### config.mk
export PLATFORM = sky130hd
export DESIGN_NAME = lu_arbiter
export DESIGN_NICKNAME = d
export VERILOG_FILES = /design/src/rtl/lu_pkg.sv /design/src/rtl/logic32.sv /design/src/rtl/lu_arbiter.sv
export SDC_FILE = /design/constraint.sdc
export NUM_CORES = 1
export LEC_CHECK = 0
export ABC_AREA = 1
export BUFFER_PORTS_ARGS = -buffer_cell sky130_fd_sc_hd__buf_2
export CORE_UTILIZATION = 32
export DETAILED_ROUTE_END_ITERATION = 10
export PLACE_DENSITY = 0.66
export SYNTH_ARGS = -nofsm -noshare
export SYNTH_HDL_FRONTEND = slang
export SYNTH_SLANG_ARGS = --single-unit
### constraint.sdc
create_clock -name clk -period 1.4 [get_ports clk]
set_input_delay 0.07 -clock clk [delete_from_list [all_inputs] [get_ports clk]]
set_output_delay 0.07 -clock clk [all_outputs]
set_load 0.05 [all_outputs]
### src/rtl/lu_pkg.sv
// Shared definitions for the logic-unit arbiter.
//   lu_op_t    : 2-bit operation select (AND, OR, XOR, NOR)
//   lu_state_t : output-buffer state (EMPTY, FULL)
package lu_pkg;

    typedef enum logic [1:0] {
        LU_AND = 2'b00,
        LU_OR  = 2'b01,
        LU_XOR = 2'b10,
        LU_NOR = 2'b11
    } lu_op_t;

    typedef enum logic {
        EMPTY = 1'b0,
        FULL  = 1'b1
    } lu_state_t;

endpackage

### src/rtl/logic32.sv
// Combinational WIDTH-bit bitwise logic unit.
// Ports:
//   op : operation select (lu_op_t)
//   a  : operand A
//   b  : operand B
//   y  : op(a, b); NOR is the complement of OR over every bit
module logic32
    import lu_pkg::*;
#(
    parameter int WIDTH = 32
) (
    input  lu_op_t           op,
    input  logic [WIDTH-1:0] a,
    input  logic [WIDTH-1:0] b,
    output logic [WIDTH-1:0] y
);

    genvar gi;
    generate
        for (gi = 0; gi < WIDTH; gi++) begin : g_bit
            assign y[gi] = (op == LU_AND) ? (a[gi] & b[gi]) :
                           (op == LU_OR)  ? (a[gi] | b[gi]) :
                           (op == LU_XOR) ? (a[gi] ^ b[gi]) :
                                            ~(a[gi] | b[gi]);
        end
    endgenerate

endmodule

### src/rtl/lu_arbiter.sv
// Two-requester round-robin arbiter in front of a shared bitwise logic unit,
// returning the registered result through a one-entry output buffer.
// Ports:
//   clk, reset                      : clock, synchronous active-high reset
//   reqN_valid/ready/op/a/b (N=0,1) : request handshakes and operands
//   resp_valid/ready                : result buffer handshake
//   resp_id, resp_data              : requester ID and result
//   resp_zero                       : result == 0 (only with LU_ZERO_FLAG_EN)
// Optional feature macro: LU_ZERO_FLAG_EN adds the resp_zero port and register.
module lu_arbiter
    import lu_pkg::*;
#(
    parameter int WIDTH = 32
) (
    input  logic             clk,
    input  logic             reset,
    input  logic             req0_valid,
    output logic             req0_ready,
    input  logic [1:0]       req0_op,
    input  logic [WIDTH-1:0] req0_a,
    input  logic [WIDTH-1:0] req0_b,
    input  logic             req1_valid,
    output logic             req1_ready,
    input  logic [1:0]       req1_op,
    input  logic [WIDTH-1:0] req1_a,
    input  logic [WIDTH-1:0] req1_b,
    output logic             resp_valid,
    input  logic             resp_ready,
    output logic             resp_id,
    output logic [WIDTH-1:0] resp_data
`ifdef LU_ZERO_FLAG_EN
    ,
    output logic             resp_zero
`endif
);

    lu_state_t        state_reg, state_next;
    logic             prio_reg, prio_next;
    logic             id_reg;
    logic [WIDTH-1:0] data_reg;

    logic             can_accept;
    logic             grant_valid;
    logic             grant_id;
    logic [1:0]       sel_op;
    logic [WIDTH-1:0] sel_a, sel_b;
    logic [WIDTH-1:0] lu_result;

    // Operand mux driven only by the grant decision, so operands never reach
    // any output combinationally.
    genvar gi;
    generate
        for (gi = 0; gi < WIDTH; gi++) begin : g_mux
            assign sel_a[gi] = grant_id ? req1_a[gi] : req0_a[gi];
            assign sel_b[gi] = grant_id ? req1_b[gi] : req0_b[gi];
        end
    endgenerate
    assign sel_op = grant_id ? req1_op : req0_op;

    logic32 #(.WIDTH(WIDTH)) u_logic32 (
        .op (lu_op_t'(sel_op)),
        .a  (sel_a),
        .b  (sel_b),
        .y  (lu_result)
    );

    always_comb begin
        can_accept  = 1'b0;
        grant_valid = 1'b0;
        grant_id    = 1'b0;
        prio_next   = prio_reg;
        state_next  = state_reg;
        req0_ready  = 1'b0;
        req1_ready  = 1'b0;

        // Reset masks the grant so nothing is accepted while it is high.
        can_accept = !reset && ((state_reg == EMPTY) || resp_ready);
        if (can_accept && (req0_valid || req1_valid)) begin
            grant_valid = 1'b1;
            grant_id    = (req0_valid && req1_valid) ? prio_reg : req1_valid;
            prio_next   = ~grant_id;
        end
        req0_ready = grant_valid && !grant_id;
        req1_ready = grant_valid && grant_id;

        case (state_reg)
            EMPTY: if (grant_valid) state_next = FULL;
            FULL: begin
                // A grant while draining refills the slot with no bubble.
                if (grant_valid)     state_next = FULL;
                else if (resp_ready) state_next = EMPTY;
            end
            default: state_next = EMPTY;
        endcase
    end

    always_ff @(posedge clk) begin
        if (reset) begin
            state_reg <= EMPTY;
            prio_reg  <= 1'b0;
            id_reg    <= 1'b0;
            data_reg  <= '0;
        end else begin
            state_reg <= state_next;
            prio_reg  <= prio_next;
            if (grant_valid) begin
                id_reg   <= grant_id;
                data_reg <= lu_result;
            end
        end
    end

`ifdef LU_ZERO_FLAG_EN
    logic zero_reg;

    always_ff @(posedge clk) begin
        if (reset) begin
            zero_reg <= 1'b0;
        end else if (grant_valid) begin
            zero_reg <= (lu_result == '0);
        end
    end

    assign resp_zero = zero_reg;
`endif

    assign resp_valid = (state_reg == FULL);
    assign resp_id    = id_reg;
    assign resp_data  = data_reg;

endmodule

==> results.py, run 1 <==
metrics = {
    "critical_path": {
        "start_kind": "flop",
        "critPathMaxFanout": 24,
        "worstSetupEndpointType": "flop",
        "arrival_ns": 1.75,
        "critPathKind": "flop to flop",
        "required_ns": 1.55,
    },
    "run_status": {
        "status": "finished, violations left",
        "violations": "setup timing",
    },
    "finish": {
        "drive_gt1_frac": 0.341,
        "multi_input_area_mm2": 0.00285,
        "final_common_cell": "nand2_1",
        "fill_cells": 1326,
        "final_cell_mix": "246 x nand2_1, 170 x buf_2, 124 x inv_1",
        "regArea_um2": 706,
        "largest_reg_flops": 32,
        "synthToLayoutAreaGrowth_pct": 49.7,
        "final_nets": 1121,
        "final_util": 0.496,
        "insertedDiodeCount": 0,
    },
    "cts": {
        "worst_skew_pair.late_latency_ns": 0.28,
        "cts_tree": "built",
        "cts.htree.levels": 2,
        "cts_made_buffers": 5,
        "path_clk_slew_ns": 0.06,
        "cts_buffer_depth": 2,
        "root_buffer": "clkbuf_16",
        "cts.sinks": 35,
    },
    "sta": {
        "report.final.hold_viol_count": 0,
        "slew_headroom": 0.758,
        "setup_viol": 33,
        "max_freq_mhz": 625,
        "slew_violations": 0,
        "clock_skew_ns": 0.00458,
        "rsz0062_at_grt": "true",
        "period_needed_ns": 1.60,
        "worst_slew_pin_slew_ns": 0.363,
        "timing.final.crit_share": 1.14,
        "holdWs_ns": 0.200,
        "setup_ws_ns": -0.201,
    },
    "global_routing": {
        "grt-ovfl-total": 0,
        "grt_pass1_wl_um": 20700,
        "met1_usage": 0.240,
        "met3_usage": 0.0298,
        "antenna_found_initial": 0,
        "grt_start_max_net_pins": 38,
        "global_route.usage.met2": 0.368,
        "grt_busiest_layer": "met2",
        "grt_pass1_vias": 4502,
        "grt.total_usage": 0.199,
    },
    "flow_run": {
        "maxCapViolations": 0,
    },
    "route": {
        "wl_per_cell_um": 11.7,
        "wl_um": 13500,
        "drc": 0,
        "vias_per_cell": 4.56,
        "dr.pass1.iters": 5,
        "vias": 5263,
        "detail-route-antenna-nets": 0,
        "drt_iter0_markers": 176,
    },
    "yosys": {
        "synth-edff-count": 0,
        "avgSynthCellArea_um2": 5.01,
        "synth_warnings": 0,
        "synth_area_mm2": 0.00401,
        "syn_inst": 800,
        "async_reset_ff_frac": 0,
        "synth.distinct_cells": 20,
        "ys_seq_area_frac": 0.175,
        "yosys_most_used_dff": "dfxtp_1",
        "syn-num-nets": 937,
        "synth_seq_cells": 35,
    },
    "die": {
        "fp.dieW_um": 114,
        "dieArea_mm2": 0.0130,
        "num_rows": 40,
        "pin_count": 173,
        "core_mm2": 0.0121,
        "fp.dieH_um": 114,
        "initial_core_util": 0.331,
    },
    "hold_path": {
        "hp-class": "primary input to flop",
    },
    "power_and_ir_drop": {
        "irDropWorstVdd_v": 0.000450,
        "p_clk_frac": 0.246,
        "power.internal_uw": 2610,
        "p_per_area_mw_per_mm2": 736,
        "power.leakage_uw": 0.00348,
        "switching_share": 0.409,
        "p_sw_uw": 1810,
        "power_frac_seq": 0.256,
        "pwr-share-comb": 0.497,
    },
    "placement": {
        "port_buffers": 172,
        "dpl_worst_slack_ns": -0.262,
        "gp_congestion": 0.766,
        "post-dp-hpwl_um": 9170,
    },
}
## power groups by stage
| stage | Sequential [uW] | Combinational [uW] | Clock [uW] |
|---|---|---|---|
| floorplan | 1450 | 1030 | 0 |
| global placement | 1150 | 1890 | 0 |
| detailed placement | 1150 | 1900 | 0 |
| CTS | 1130 | 2110 | 1130 |
| global route | 1140 | 2420 | 1170 |
| finish | 1130 | 2200 | 1090 |
## cell families after synthesis
kind of cell / share of synthesized area
AND/OR/NAND/NOR: 0.539
buffers and inverters: 0.188
AO/OA/AOI/OAI: 0.0983
flip-flops: 0.175
## cell usage after synthesis (2+ instances only)
cell type    n  share of area
inv_2        3         0.0028
dfxtp_1     35           0.17
clkbuf_1     8         0.0075
o21ai_1      7         0.0087
buf_4       14          0.026
nand3_1    129           0.16
nor2_1      57          0.053
buf_6        6          0.017
a21oi_1     30          0.037
buf_1        2         0.0019
inv_1      125           0.12
nor2_4       4          0.011
o21ai_0     37          0.046
or2_2        4         0.0062
buf_2       13          0.016
nand2_1    322           0.30
## routing by layer
| metal | wire, um | up-vias | share of wire |
|---|---|---|---|
| met5 | 0 | - | 0 |
| met4 | 182 | 0 | 0.014 |
| met3 | 564 | 10 | 0.042 |
| met2 | 6640 | 132 | 0.49 |
| met1 | 6080 | 2285 | 0.45 |
| li1 | - | 2836 | - |
## what timing repair did
item	CTS	global route
setup buffers	4	4
cloned	4	4
resized for setup	95	25
pin swaps	8	11
hold buffers	0	0
endpoints found under the setup margin	34	34
## metrics by stage
stage,area (um^2),instances,power (uW),setup TNS (ns)
4_1_cts,5790,1145,4370,-5.95
3_3_place_gp,5230,1129,3040,-6.54
6_report,6000,1153,4420,-5.76
5_1_grt,6000,1153,4730,-9.81
2_1_floorplan,4090,800,2490,-3.70
3_5_place_dp,5230,1129,3050,-7.16
## worst paths after layout
kind	startpoint	end	slack, ns	cells past startpoint
worst min register to register	resp_id	resp_id	0.46	2
worst max-delay path	prio_reg	resp_data[31]	-0.20	11
worst min-delay path	reset	prio_reg	0.20	3
worst max register to register	prio_reg	resp_data[31]	-0.20	11
## worst max-delay path, cell delays in order, from the launching register on
cell,delay (ns)
dfxtp_2,0.32
inv_2,0.04
a21oi_4,0.18
nand3_4,0.15
nand2_2,0.11
nand2_4,0.07
buf_6,0.13
buf_12,0.16
nor2_1,0.12
nand2_1,0.06
nand3_1,0.08
a21oi_1,0.06
## layout make-up
class | count | area share
multi-input combinational | 594 | 0.475
timing repair buffer | 220 | 0.268
sequential | 35 | 0.118
inverter | 128 | 0.0813
tap | 168 | 0.0350
clock buffer | 7 | 0.0221
clock inverter | 1 | 0.000834
(Power assumes the default switching activity.)
==> inputs of run 2 (changes only) <==
CORE_UTILIZATION = 44   (was 32)
PLACE_DENSITY = 0.84   (was 0.66)
==> results.py, run 2 (synthesized netlist as in run 1, its figures left out) <==
metrics = {
    "die": {
        "initial_core_util": 0.458,
        "core_mm2": 0.00876,
        "pin_count": 173,
        "num_rows": 34,
        "dieArea_mm2": 0.00950,
        "fp.dieH_um": 97.5,
        "fp.dieW_um": 97.5,
    },
    "placement": {
        "port_buffers": 172,
        "place_area_mm2": 0.00522,
        "placed_cells": 1076,
        "dpl_worst_slack_ns": -0.257,
        "gp_congestion": 0.869,
        "post-dp-hpwl_um": 8720,
    },
    "power_and_ir_drop": {
        "irDropWorstVdd_v": 0.000360,
        "power.leakage_uw": 0.00345,
        "p_per_area_mw_per_mm2": 684,
    },
    "sta": {
        "setup_ws_ns": -0.228,
        "timing.final.crit_share": 1.16,
        "slew_violations": 0,
        "slew_headroom": 0.816,
        "max_freq_mhz": 614,
        "setup_viol": 34,
        "worst_slew_pin_slew_ns": 0.276,
        "report.final.hold_viol_count": 0,
        "holdWs_ns": 0.156,
        "rsz0062_at_grt": "true",
        "clock_skew_ns": 0.00983,
        "period_needed_ns": 1.63,
    },
    "finish": {
        "final_common_cell": "nand2_1",
        "final_nets": 1124,
        "insertedDiodeCount": 0,
        "fill_cells": 804,
        "stdcell_count": 1095,
        "final_cell_mix": "248 x nand2_1, 170 x buf_2, 124 x inv_1",
        "synthToLayoutAreaGrowth_pct": 45.6,
        "stdcell_area_mm2": 0.00584,
        "largest_reg_flops": 32,
        "drive_gt1_frac": 0.353,
    },
    "cts": {
        "postCtsHoldBufs": 0,
        "cts_buffer_depth": 2,
        "cts.sinks": 35,
        "cts_tree": "built",
        "cts.htree.levels": 2,
        "root_buffer": "clkbuf_8",
        "worst_skew_pair.late_latency_ns": 0.29,
        "path_clk_slew_ns": 0.08,
        "cts_made_buffers": 5,
    },
    "global_routing": {
        "grt.total_usage": 0.253,
        "grt_pass1_vias": 4753,
        "grt_pass1_wl_um": 20200,
        "antenna_found_initial": 0,
        "grt_start_max_net_pins": 36,
        "grt-ovfl-total": 0,
    },
    "hold_path": {
        "hp-class": "primary input to flop",
    },
    "route": {
        "drt_iter0_markers": 157,
        "vias_per_cell": 4.84,
        "detail-route-antenna-nets": 0,
        "dr.pass1.iters": 5,
        "wl_per_cell_um": 11.4,
        "vias": 5305,
        "drc": 0,
        "wl_um": 12500,
    },
    "run_status": {
        "violations": "setup timing",
        "status": "finished, violations left",
    },
    "critical_path": {
        "required_ns": 1.61,
        "start_kind": "flop",
        "arrival_ns": 1.84,
        "worstSetupEndpointType": "flop",
        "reg2reg_slack_ns": -0.23,
        "critPathKind": "flop to flop",
        "critPathMaxFanout": 11,
    },
    "flow_run": {
        "maxCapViolations": 0,
    },
}
run 2: worst max-delay path, cell delays in order (launching register included):
cell and delay [ns]:
dfxtp_4 0.35, nand2_4 0.08, nand2_2 0.06, nor2_4 0.11
buf_8 0.16, buf_12 0.15, nand3_1 0.07, nand2_1 0.12
nand2_1 0.07, nand2_1 0.07, nand2_1 0.05, nand2_1 0.05
nand3_1 0.07, a21oi_1 0.13
run 2: cell type report:
type	count	area, um^2	share of cell area
sequential	35	706	0.121
clock buffer	7	76.3	0.0131
tap	108	135	0.0231
inverter	128	485	0.0831
timing repair buffer	223	1530	0.262
multi-input combinational	594	2910	0.497
run 2: per-layer routing:
metal / vias up / share of wire / global-route usage
li1: 2825 / - / -
met2: 182 / 0.51 / 0.465
met1: 2276 / 0.41 / 0.297
met5: - / 0 / 0
met3: 22 / 0.058 / 0.0374
met4: 0 / 0.022 / 0.0826
run 2: path summary, 6_finish.rpt:
path                                     from       endpoint  depth (start not counted)
worst max-delay path               resp_valid   resp_data[7]                         13
worst min-delay path               resp_ready     resp_valid                          5
worst max register to register     resp_valid   resp_data[7]                         13
worst min register to register  resp_data[30]  resp_data[30]                          2
run 2: stage by stage:
stage | setup TNS, ns | util | total power, uW
detailed placement | -6.97 | 0.595 | 3060
floorplan | -3.70 | - | 2490
global placement | -5.75 | 0.595 | 3030
global route | -10.42 | 0.666 | 4270
finish | -6.07 | 0.666 | 4000
CTS | -5.67 | 0.645 | 3930
run 2: where the power goes:
group	leakage (uW)	internal (uW)	switching, uW
sequential	0.000289	1090	44.8
clock	0.0000383	343	367
combinational	0.00312	829	1330
run 2: timing repair:
action | in CTS | in global routing
pin swaps | 8 | 9
gates cloned | 5 | 0
setup endpoints to repair | 34 | 34
resized for setup | 72 | 61
buffers inserted | 7 | 0
==> inputs of run 3 (changes only) <==
SKIP_LAST_GASP = 1   (was not set)
SLEW_MARGIN = 10   (was not set)
==> results.py, run 3 (synthesized netlist as in run 1, its figures left out) <==
metrics = {
    "run_status": {
        "status": "finished, violations left",
        "violations": "setup timing",
    },
    "route": {
        "detail-route-antenna-nets": 0,
        "wl_per_cell_um": 11.6,
        "wl_um": 12800,
        "drc": 0,
        "drt_iter0_markers": 216,
        "vias": 5384,
        "vias_per_cell": 4.89,
        "dr.pass1.iters": 5,
    },
    "cts": {
        "path_clk_slew_ns": 0.08,
        "cts_buffer_depth": 2,
        "cts.htree.levels": 2,
        "cts.sinks": 35,
        "worst_skew_pair.late_latency_ns": 0.29,
        "cts_made_buffers": 5,
        "cts_tree": "built",
        "root_buffer": "clkbuf_8",
    },
    "power_and_ir_drop": {
        "p_clk_frac": 0.175,
        "switching_share": 0.430,
        "power_frac_seq": 0.280,
        "p_sw_uw": 1740,
        "pwr-share-comb": 0.546,
        "p_per_area_mw_per_mm2": 681,
        "power.leakage_uw": 0.00350,
        "irDropWorstVdd_v": 0.000347,
        "power.internal_uw": 2300,
    },
    "finish": {
        "synthToLayoutAreaGrowth_pct": 47.8,
        "fill_cells": 787,
        "final_common_cell": "nand2_1",
        "drive_gt1_frac": 0.341,
        "final_nets": 1130,
        "final_cell_mix": "253 x nand2_1, 170 x buf_2, 124 x inv_1",
        "largest_reg_flops": 32,
        "insertedDiodeCount": 0,
        "stdcell_count": 1101,
    },
    "sta": {
        "setup_ws_ns": -0.248,
        "worst_slew_pin_slew_ns": 0.276,
        "slew_violations": 0,
        "report.final.hold_viol_count": 0,
        "period_needed_ns": 1.65,
        "rsz0062_at_grt": "true",
        "clock_skew_ns": 0.0101,
        "timing.final.crit_share": 1.18,
        "max_freq_mhz": 607,
        "slew_headroom": 0.817,
        "holdWs_ns": 0.175,
        "fin_tns_setup_ns": -7.41,
        "setup_viol": 34,
    },
    "global_routing": {
        "grt_pass1_wl_um": 20100,
        "grt.total_usage": 0.252,
        "antenna_found_initial": 0,
        "grt_pass1_vias": 4738,
        "grt-ovfl-total": 0,
        "grt_start_max_net_pins": 36,
    },
    "die": {
        "pin_count": 173,
        "num_rows": 34,
        "fp.dieW_um": 97.5,
        "fp.dieH_um": 97.5,
        "initial_core_util": 0.458,
        "core_mm2": 0.00876,
        "dieArea_mm2": 0.00950,
    },
    "hold_path": {
        "hold_path_end": "resp_valid",
        "hp-class": "primary input to flop",
        "hold_depth": 5,
        "holdCritStartpoint": "resp_ready",
    },
    "critical_path": {
        "regToRegStartpoint": "resp_valid",
        "required_ns": 1.56,
        "critPathKind": "flop to flop",
        "r2r_cells": 12,
        "start_kind": "flop",
        "reg2reg_slack_ns": -0.25,
        "reg2reg_to": "resp_data[4]",
        "critPathMaxFanout": 11,
        "worstSetupEndpointType": "flop",
        "arrival_ns": 1.81,
    },
    "placement": {
        "gp_congestion": 0.869,
        "port_buffers": 172,
        "post-dp-hpwl_um": 8720,
        "placed_cells": 1076,
    },
    "flow_run": {
        "maxCapViolations": 0,
    },
}
## run 3: repair_timing
action | in CTS | in global routing
resized for setup | 62 | 53
gates cloned | 5 | 5
endpoints found under the setup margin | 34 | 34
setup buffers | 7 | 1
pin swaps | 8 | 26
hold buffers | 0 | 0
## run 3: worst max-delay path by stage
stage                          start       endpoint  slack, ns  depth (start not counted)
after floorplan           resp_valid   resp_data[2]      -0.13                         12
after global placement    resp_valid   resp_data[7]      -0.22                         12
after detailed placement  resp_valid   resp_data[7]      -0.26                         12
after CTS                 resp_valid   resp_data[2]      -0.20                         13
after global routing      resp_valid  resp_data[15]      -0.41                         12
final                     resp_valid   resp_data[4]      -0.25                         12
## run 3: metal layers
metal	global-route usage	vias up	share of wire
li1	-	2837	-
met1	0.298	2320	0.41
met2	0.463	198	0.50
met3	0.0374	29	0.062
met4	0.0826	0	0.029
met5	0	-	0
## run 3: cell type report
class	count	area (um^2)	share of cell area
multi-input combinational	594	2850	0.481
sequential	35	704	0.119
timing repair buffer	229	1670	0.282
tap	108	135	0.0228
inverter	128	488	0.0823
clock buffer	7	76.3	0.0129
## run 3: per-stage QoR
stage                     area (um^2)  utilization  total power (uW)  setup slack, ns
after floorplan                  4090            -              2490           -0.129
after global placement           5220        0.595              3030           -0.223
after detailed placement         5220        0.595              3060           -0.257
after CTS                        5630        0.643              3920           -0.201
after global routing             5930        0.676              4320           -0.407
final                            5930        0.676              4040           -0.248
## run 3: power groups by stage
stage / logic (uW) / clock network [uW] / registers (uW)
5_1_grt: 2420 / 752 / 1140
2_1_floorplan: 1030 / 0 / 1450
3_5_place_dp: 1900 / 0 / 1150
3_3_place_gp: 1880 / 0 / 1150
4_1_cts: 2060 / 729 / 1130
6_report: 2200 / 705 / 1130
## run 3: critical path: stages (launching register included)
cell,delay [ns]
dfxtp_4,0.35
nand2_4,0.09
nand2_2,0.07
nor2_4,0.13
buf_12,0.17
nand3_4,0.08
nand2_4,0.10
buf_4,0.21
nand3_1,0.09
nand2_1,0.07
nand2_1,0.05
nand3_1,0.06
a21oi_1,0.05
